--- src/rtl/mem_port_arbiter.sv ---
// mem_port_arbiter
// Shares one memory port between the fetch (IF) and data (MEM) stages.
// One transaction at a time over a req/ack handshake; data wins ties and
// each requester waits at most one foreign transaction.
// Ports:
//   clk_i, rst_i                    clock, synchronous active-high reset
//   if_req_i/if_addr_i              fetch request (held until if_ack_o)
//   if_ack_o/if_inst_o              one-cycle ack, registered fetched word
//   d_req_i/d_we_i/d_addr_i/d_wdata_i  data request (held until d_ack_o)
//   d_ack_o/d_rdata_o               one-cycle ack, registered load data
//   mem_req_o/mem_we_o/mem_addr_o/mem_wdata_o  memory request side
//   mem_ack_i/mem_rdata_i           memory completion and read data
//   grant_o                         owner: 01 fetch, 10 data, 00 none
//   stall_o                         any request not yet acknowledged
//   conflict_cnt_o                  saturating count of fetch-lost cycles
module mem_port_arbiter #(
  parameter int AW = 32,
  parameter int DW = 32,
  parameter int CW = 16
) (
  input  logic          clk_i,
  input  logic          rst_i,
  input  logic          if_req_i,
  input  logic [AW-1:0] if_addr_i,
  output logic          if_ack_o,
  output logic [DW-1:0] if_inst_o,
  input  logic          d_req_i,
  input  logic          d_we_i,
  input  logic [AW-1:0] d_addr_i,
  input  logic [DW-1:0] d_wdata_i,
  output logic          d_ack_o,
  output logic [DW-1:0] d_rdata_o,
  output logic          mem_req_o,
  output logic          mem_we_o,
  output logic [AW-1:0] mem_addr_o,
  output logic [DW-1:0] mem_wdata_o,
  input  logic          mem_ack_i,
  input  logic [DW-1:0] mem_rdata_i,
  output logic [1:0]    grant_o,
  output logic          stall_o,
  output logic [CW-1:0] conflict_cnt_o
);

  typedef enum logic [2:0] {IDLE, GNT_I, GNT_D, DONE_I, DONE_D} state_t;

  state_t state_q, state_d;
  logic   start_i, start_d, fetch_lost;

  // DONE_x hands the port straight to the other requester if it is waiting,
  // which is what bounds each side's wait to one foreign transaction.
  always_comb begin
    state_d = state_q;
    unique case (state_q)
      IDLE:    if (d_req_i) state_d = GNT_D;
               else if (if_req_i) state_d = GNT_I;
      GNT_I:   if (mem_ack_i) state_d = DONE_I;
      GNT_D:   if (mem_ack_i) state_d = DONE_D;
      DONE_I:  state_d = d_req_i ? GNT_D : IDLE;
      DONE_D:  state_d = if_req_i ? GNT_I : IDLE;
      default: state_d = IDLE;
    endcase
  end

  assign start_i = (state_d == GNT_I) && (state_q != GNT_I);
  assign start_d = (state_d == GNT_D) && (state_q != GNT_D);

  // Fetch loses a cycle whenever both want the port and the FSM is in a
  // state where fetch cannot be the next grant.
  assign fetch_lost = if_req_i && d_req_i &&
                      (state_q == IDLE || state_q == DONE_I || state_q == GNT_D);

  always_ff @(posedge clk_i) begin
    if (rst_i) begin
      state_q        <= IDLE;
      mem_we_o       <= 1'b0;
      mem_addr_o     <= '0;
      mem_wdata_o    <= '0;
      if_inst_o      <= '0;
      d_rdata_o      <= '0;
      conflict_cnt_o <= '0;
    end else begin
      state_q <= state_d;
      if (start_i) begin
        mem_addr_o <= if_addr_i;
        mem_we_o   <= 1'b0;
      end
      if (start_d) begin
        mem_addr_o  <= d_addr_i;
        mem_we_o    <= d_we_i;
        mem_wdata_o <= d_wdata_i;
      end
      if (state_q == GNT_I && mem_ack_i)
        if_inst_o <= mem_rdata_i;
      if (state_q == GNT_D && mem_ack_i && !mem_we_o)
        d_rdata_o <= mem_rdata_i;
      if (fetch_lost && conflict_cnt_o != {CW{1'b1}})
        conflict_cnt_o <= conflict_cnt_o + 1'b1;
    end
  end

  assign mem_req_o = (state_q == GNT_I) || (state_q == GNT_D);
  assign if_ack_o  = (state_q == DONE_I);
  assign d_ack_o   = (state_q == DONE_D);
  assign grant_o   = {(state_q == GNT_D) || (state_q == DONE_D),
                      (state_q == GNT_I) || (state_q == DONE_I)};
  assign stall_o   = !rst_i && ((if_req_i && !if_ack_o) || (d_req_i && !d_ack_o));

endmodule
--- config.mk ---
export PLATFORM = sky130hd
export DESIGN_NAME = mem_port_arbiter
export DESIGN_NICKNAME = d
export VERILOG_FILES = /design/src/rtl/mem_port_arbiter.sv
export SDC_FILE = /design/constraint.sdc
export NUM_CORES = 1
export LEC_CHECK = 0
export ABC_AREA = 1
export CELL_PAD_IN_SITES_DETAIL_PLACEMENT = 1
export CELL_PAD_IN_SITES_GLOBAL_PLACEMENT = 1
export CORE_ASPECT_RATIO = 0.8
export CORE_MARGIN = 2
export CORE_UTILIZATION = 25
export DETAILED_ROUTE_END_ITERATION = 12
export PLACE_DENSITY = 0.84
export SYNTH_ARGS = -nofsm -noshare
export SYNTH_HDL_FRONTEND = slang
export SYNTH_SLANG_ARGS = --single-unit
--- constraint.sdc ---
create_clock -name clk_i -period 1.7 [get_ports clk_i]
set_input_delay 0.51 -clock clk_i [delete_from_list [all_inputs] [get_ports clk_i]]
set_output_delay 0.51 -clock clk_i [all_outputs]
set_load 0.01 [all_outputs]
==> impl_results.md, run 1 <==
* Status: complete, but fails checks
* Failing checks: setup timing
* Ports at 285
* Hold Path Cell Cnt at 2
* CTS tree: done
* Mean post-synth cell area at 6.83 sq um
* Clk sinks at 148
* Via count at 7441
* Hold WC Path Type: flop to flop
* Seq cells post-synth at 148
* Final Setup Violations at 9
* CP startpoint kind: flop
* Initial core utilization at 0.256
* Core area at 24500 sq um
* Worst vdd ir at 655 uV
* Yosys warning count at 0
* Worst-path clk slew at 0.06 ns
* Crit-path max FO at 3
* Post-synthesis cell type count at 24
* Minimum clock period at 1.80 ns
* GRT overflow at 0
* RSZ-0062 raised after global routing: true
* Setup ws final at -0.0999 ns
* Height of the die at 146 microns
* Post-Layout Cell Count at 1588
* Layout area overhead at 80.6%
* Dpl hpwl at 18600 microns
* Crit Path Class: flop to primary output
* Pwr dens at 987 nW/um^2
* Vias in the first global route at 7555
* Slew @ Worst Pin at 0.431 ns
* Final Hold Viols at 0
* Worst R2R Path Depth at 11
* Final period util at 1.06
* Root buf cell: clkbuf_16
* Drt total wl at 27600 microns
* Most frequent cells in the layout: nor2_1 (172), nand2_1 (168), dlygate4sd2_1 (145)
* Max_cap viols at 0
* Worst rel slew slack at 0.710
* First-pass GRT wire length at 39800 microns
* Pre-CTS setup slack at -0.644 ns
* ANT nets after route at 0
* Clk buf depth at 2
* Clk_lat worst skew at 0.43 ns
* Iter 0 DRT Violations at 285
* Mapped Area at 6270 sq um
* Worst setup EP type: primary output
* Layout cells sized above 1 at 0.190
* RD Place Congestion at 0.876
* Placed insts at 1527
* Total GRT Usage at 0.190
* CTS buffer count at 17
* Die extent in x at 181 microns
* Remaining DRCs at 0
* Std cell rows at 51
* Final Instance Area at 11300 sq um
* Post-synth net total at 1054
* Drt wl/cell at 17.4 microns
* Nets at 1393
* Initial antenna violation count at 1
* Min Hold Slack at 0.438 ns
* DRT Pass-1 Iters at 6
* Arrival time worst endpoint at 1.29 ns
* Vias/cell at 4.69
* Fmax achieved at 556 MHz
* Static Leak at 0.00528 uW
* Sequential element share of the synthesized area at 0.472
* Worst Clk Skew at 0.0110 ns
* Largest net degree at the start of global routing at 35
* Most common cell after layout, fill and taps aside: nor2_1
* Setup TNS at -0.450 ns
* H-tree depth at 4
* Die area at 26400 sq um
* Gate Count Post-Synth at 919
* CP required at 1.19 ns
* Slew Viols, Final at 0
* Placed Area at 9940 sq um
* Port Buf Inserts at 284
==> kinds of logic (layout without fill, tap and decap cells) <==
family | after synthesis | in the layout | share of synthesized area
buffers and inverters | 150 | 499 | 0.0948
flip-flops | 148 | 148 | 0.472
adder cells (fa/ha/maj) | 1 | 1 | 0.00199
other | 0 | 1 | 0
AND/OR/NAND/NOR | 428 | 429 | 0.271
AO/OA/AOI/OAI | 184 | 184 | 0.148
XOR/XNOR | 8 | 8 | 0.0112
==> worst max-delay path, stage by stage, from the launching register on <==
cell	delay, ns
dfxtp_4	0.36
nor2_4	0.11
nand2_2	0.08
buf_4	0.14
nand2_1	0.05
buf_2	0.12
==> stage by stage <==
step | utilization | power (uW)
after detailed placement | 0.406 | 7090
after global routing | 0.462 | 11800
final | 0.462 | 11200
after global placement | 0.406 | 6980
after floorplan | - | 5350
after CTS | 0.432 | 10700
==> path summary, 6_finish.rpt <==
check                 from       endpoint  slack (ns)
min          d_rdata_o[21]  d_rdata_o[21]        0.44
min reg2reg  d_rdata_o[21]  d_rdata_o[21]        0.44
max reg2reg     state_q[1]  mem_addr_o[1]       -0.03
max             state_q[1]     grant_o[1]        -0.1
==> metal layers <==
metal  track usage  wire (microns)
met5             0               0
met4        0.0508             461
met3        0.0643            2130
met2         0.326           13600
met1         0.228           11500
==> flip-flops by register name, summed over array words and instances, names as in the netlist <==
register        cells
mem_we_o            1
mem_wdata_o        32
state_q             3
conflict_cnt_o     16
mem_addr_o         32
if_inst_o          32
d_rdata_o          32
==> Yosys cell counts <==
master	count	area [sq um]
o21ai_0	100	500
buf_4	3	22.5
nand4_1	5	31.3
buf_1	4	15.0
xor2_1	6	52.6
nor3_1	9	45.0
or2_1	1	6.26
nor2_1	177	664
nand3_1	47	235
nand3_2	1	10.0
ha_1	1	12.5
a211oi_1	1	7.51
nand2_2	1	6.26
a21oi_1	80	400
inv_2	2	7.51
clkbuf_1	36	135
xnor2_1	2	17.5
buf_2	16	80.1
dfxtp_1	148	2960
a21oi_2	1	8.76
inv_1	89	334
nor2_2	1	6.26
nand2_1	186	698
a31oi_1	2	12.5
==> repair_timing <==
item / in CTS / in global routing
resized for setup: 235 / 115
setup buffers: 8 / 4
setup endpoints to repair: 227 / 89
cloned: 3 / 15
pin swaps: 12 / 29
hold buffers: 0 / 0
endpoints found under the hold margin: 0 / 0
==> area by class of cell <==
type / count / area [sq um]
inverter: 91 / 360
clock buffer: 23 / 478
clock inverter: 7 / 75.1
antenna: 1 / 2.50
multi-input combinational: 622 / 3130
tap: 318 / 398
sequential: 148 / 2990
timing repair buffer: 378 / 3900
fill: 2962 / 13200
==> power breakdown <==
group	switching (uW)	internal [uW]	total (uW)
Sequential	203	3840	4050
Combinational	1790	1730	3510
Clock	1510	2120	3630
Power figures use the tool's default switching activity.
==> inputs of run 2 (changes only) <==
--- a/config.mk
+++ b/config.mk
@@ -8,11 +8,11 @@
 export ABC_AREA = 1
 export CELL_PAD_IN_SITES_DETAIL_PLACEMENT = 1
 export CELL_PAD_IN_SITES_GLOBAL_PLACEMENT = 1
-export CORE_ASPECT_RATIO = 0.8
+export CORE_ASPECT_RATIO = 1.2
 export CORE_MARGIN = 2
-export CORE_UTILIZATION = 25
+export CORE_UTILIZATION = 28
 export DETAILED_ROUTE_END_ITERATION = 12
-export PLACE_DENSITY = 0.84
+export PLACE_DENSITY = 0.88
 export SYNTH_ARGS = -nofsm -noshare
 export SYNTH_HDL_FRONTEND = slang
 export SYNTH_SLANG_ARGS = --single-unit
==> constraint.sdc (replaced) <==
create_clock -name clk_i -period 1.76 [get_ports clk_i]
set_input_delay 0.528 -clock clk_i [delete_from_list [all_inputs] [get_ports clk_i]]
set_output_delay 0.528 -clock clk_i [all_outputs]
set_load 0.01 [all_outputs]
==> impl_results.md, run 2 (synthesis results as in run 1) <==
* Status: complete, but fails checks
* Failing checks: setup timing
* Initial core utilization at 0.282 (+0.0263)
* CTS buffer count at 17 (unchanged)
* Most common cell after layout, fill and taps aside: nand2_1
* Core area at 22200 sq um (-9.3%)
* Final Hold Viols at 0 (unchanged)
* Vias in the first global route at 7725 (+2.3%)
* First-pass GRT wire length at 40000 microns (+0.49%)
* Ports at 285 (unchanged)
* Final Instance Area at 10900 sq um (-3.6%)
* Setup ws final at -0.0641 ns (+0.0358 ns)
* Sw Pwr at 3460 uW (-1.0%)
* Fmax achieved at 548 MHz
* Height of the die at 168 microns (+15%)
* Cell Chain, Critical Path: nor2_4 > nand2_4 > nand2_2 > a21oi_2 > buf_2
* Layout area overhead at 74.1%
* Dpl hpwl at 17300 microns (-6.7%)
* Die extent in x at 141 microns (-22%)
* Static Leak at 0.00518 uW (-1.9%)
* H-tree depth at 4 (unchanged)
* Clk buf depth at 2 (unchanged)
* Via count at 7245 (-2.6%)
* Final Setup Violations at 30 (+21)
* Placed Area at 9840 sq um (-1.1%)
* CP required at 1.23 ns (+0.04 ns)
* Total GRT Usage at 0.213 (+0.0225)
* Crit Path Class: flop to primary output
* Most frequent cells in the layout: nand2_1 (179), nor2_1 (174), dlygate4sd2_1 (147)
* Worst setup EP type: primary output
* Crit-path max FO at 3 (unchanged)
* Worst-path clk slew at 0.07 ns (about the same)
* Port Buf Inserts at 284 (unchanged)
* CTS tree: done
* Clk sinks at 148 (unchanged)
* Vias/cell at 4.70 (+0.34%)
* Worst R2R Path Depth at 11 (unchanged)
* Iter 0 DRT Violations at 288 (+1.1%)
* Worst rel slew slack at 0.741 (+0.0305)
* Hold Crit Endpoint: d_rdata_o[15]
* DRT Pass-1 Iters at 4 (-2)
* Hold WC Path Type: flop to flop
* Clock share of power at 0.346 (+0.022)
* Root buf cell: clkbuf_16
* Hold Path Cell Cnt at 2 (unchanged)
* Drt wl/cell at 17.1 microns (-1.5%)
* R2R Path Start: state_q[0]
* Slowest-stage cell, CP: dfxtp_4
* Drt total wl at 26400 microns (-4.4%)
* Worst Clk Skew at 0.00761 ns (-0.00341 ns)
* Arrival time worst endpoint at 1.30 ns (about the same)
* Layout cells sized above 1 at 0.139 (-0.0512)
* # hold bufs at CTS at 0 (unchanged)
* RD Place Congestion at 0.798 (-8.8%)
* GRT overflow at 0 (unchanged)
* CP startpoint kind: flop
* Std cell rows at 60 (+18%)
* CP max stage delay at 0.38 ns (+0.02 ns)
* Pwr dens at 980 nW/um^2 (-0.74%)
* Slew Viols, Final at 0 (unchanged)
* Antenna diodes at 0 (-1)
* Critical Path Start: state_q[1]
* P_int at 7240 uW (-5.8%)
* FF-to-FF setup slack at -0.06 ns (-0.03 ns)
* RSZ-0062 raised after global routing: true
* Initial antenna violation count at 0 (-1)
* Nets at 1384 (-0.65%)
* Worst vdd ir at 612 uV (-6.6%)
* Hold Crit Start: d_rdata_o[15]
* Largest net degree at the start of global routing at 45 (+29%)
* ANT nets after route at 0 (unchanged)
* Die area at 23600 sq um (-10%)
* Reg power frac at 0.365 (+0.003)
* CP delay by family, top: flip-flops
* Remaining DRCs at 0 (unchanged)
* Logic pwr share at 0.290 (-0.024)
* CP Buf/Inv Count at 1 (-1)
* Min Hold Slack at 0.442 ns (+0.00370 ns)
* Net Sw Frac at 0.323 (+0.0107)
* Final period util at 1.04
* Clk_lat worst skew at 0.42 ns (about the same)
* Max_cap viols at 0 (unchanged)
* RR Endpoint: mem_addr_o[21]
* Minimum clock period at 1.82 ns
* Slew @ Worst Pin at 0.386 ns (-0.0454 ns)
[run 2: through the flow]
| stage | power, uW | setup TNS, ns | instances | worst slack [ns] | utilization |
|---|---|---|---|---|---|
| 2_1_floorplan | 5170 | 0 | 919 | 0.00935 | - |
| 3_3_place_gp | 6640 | -51.82 | 1484 | -0.555 | 0.443 |
| 3_5_place_dp | 6740 | -55.75 | 1484 | -0.552 | 0.443 |
| 4_1_cts | 10600 | -0.276 | 1530 | -0.0993 | 0.479 |
| 5_1_grt | 11200 | -2.97 | 1541 | -0.128 | 0.491 |
| 6_report | 10700 | -0.583 | 1541 | -0.0641 | 0.491 |
[run 2: power groups by stage]
stage	Combinational, uW	Clock [uW]	Sequential (uW)
after floorplan	1050	0	4120
after global placement	2690	0	3950
after detailed placement	2760	0	3970
after CTS	2890	3780	3900
after global routing	3360	3940	3940
final	3100	3700	3900
[run 2: worst max-delay path by stage]
stage | end | cells after the start
CTS | stall_o | 5
global route | stall_o | 5
finish | stall_o | 5
global placement | stall_o | 4
floorplan | conflict_cnt_o[10] | 9
detailed placement | stall_o | 4
[run 2: timing repair]
item | CTS | global route
resized for setup | 226 | 34
pin swaps | 9 | 8
endpoints found under the hold margin | 0 | 0
setup endpoints to repair | 193 | 105
setup buffers | 8 | 7
gates cloned | 7 | 4
[run 2: cell type report]
class,instances,area (sq um)
fill,2736,11300
timing repair buffer,370,3740
multi-input combinational,621,2910
clock buffer,17,425
sequential,148,2980
inverter,91,358
tap,279,349
clock inverter,15,163
[run 2: tightest hold or removal path: cells and delay by family, from the launching register on]
| kind | cells | cell delay [ns] |
|---|---|---|
| AOI/OAI and AO/OA | 1 | 0.05 |
| buffers and inverters | 1 | 0.04 |
| DFF | 1 | 0.31 |
[run 2: layer usage]
metal	vias up	track usage	wire, microns
li1	3552	-	-
met5	-	0	0
met2	234	0.406	14100
met4	0	0.0835	852
met3	53	0.0566	1580
met1	3406	0.220	9890
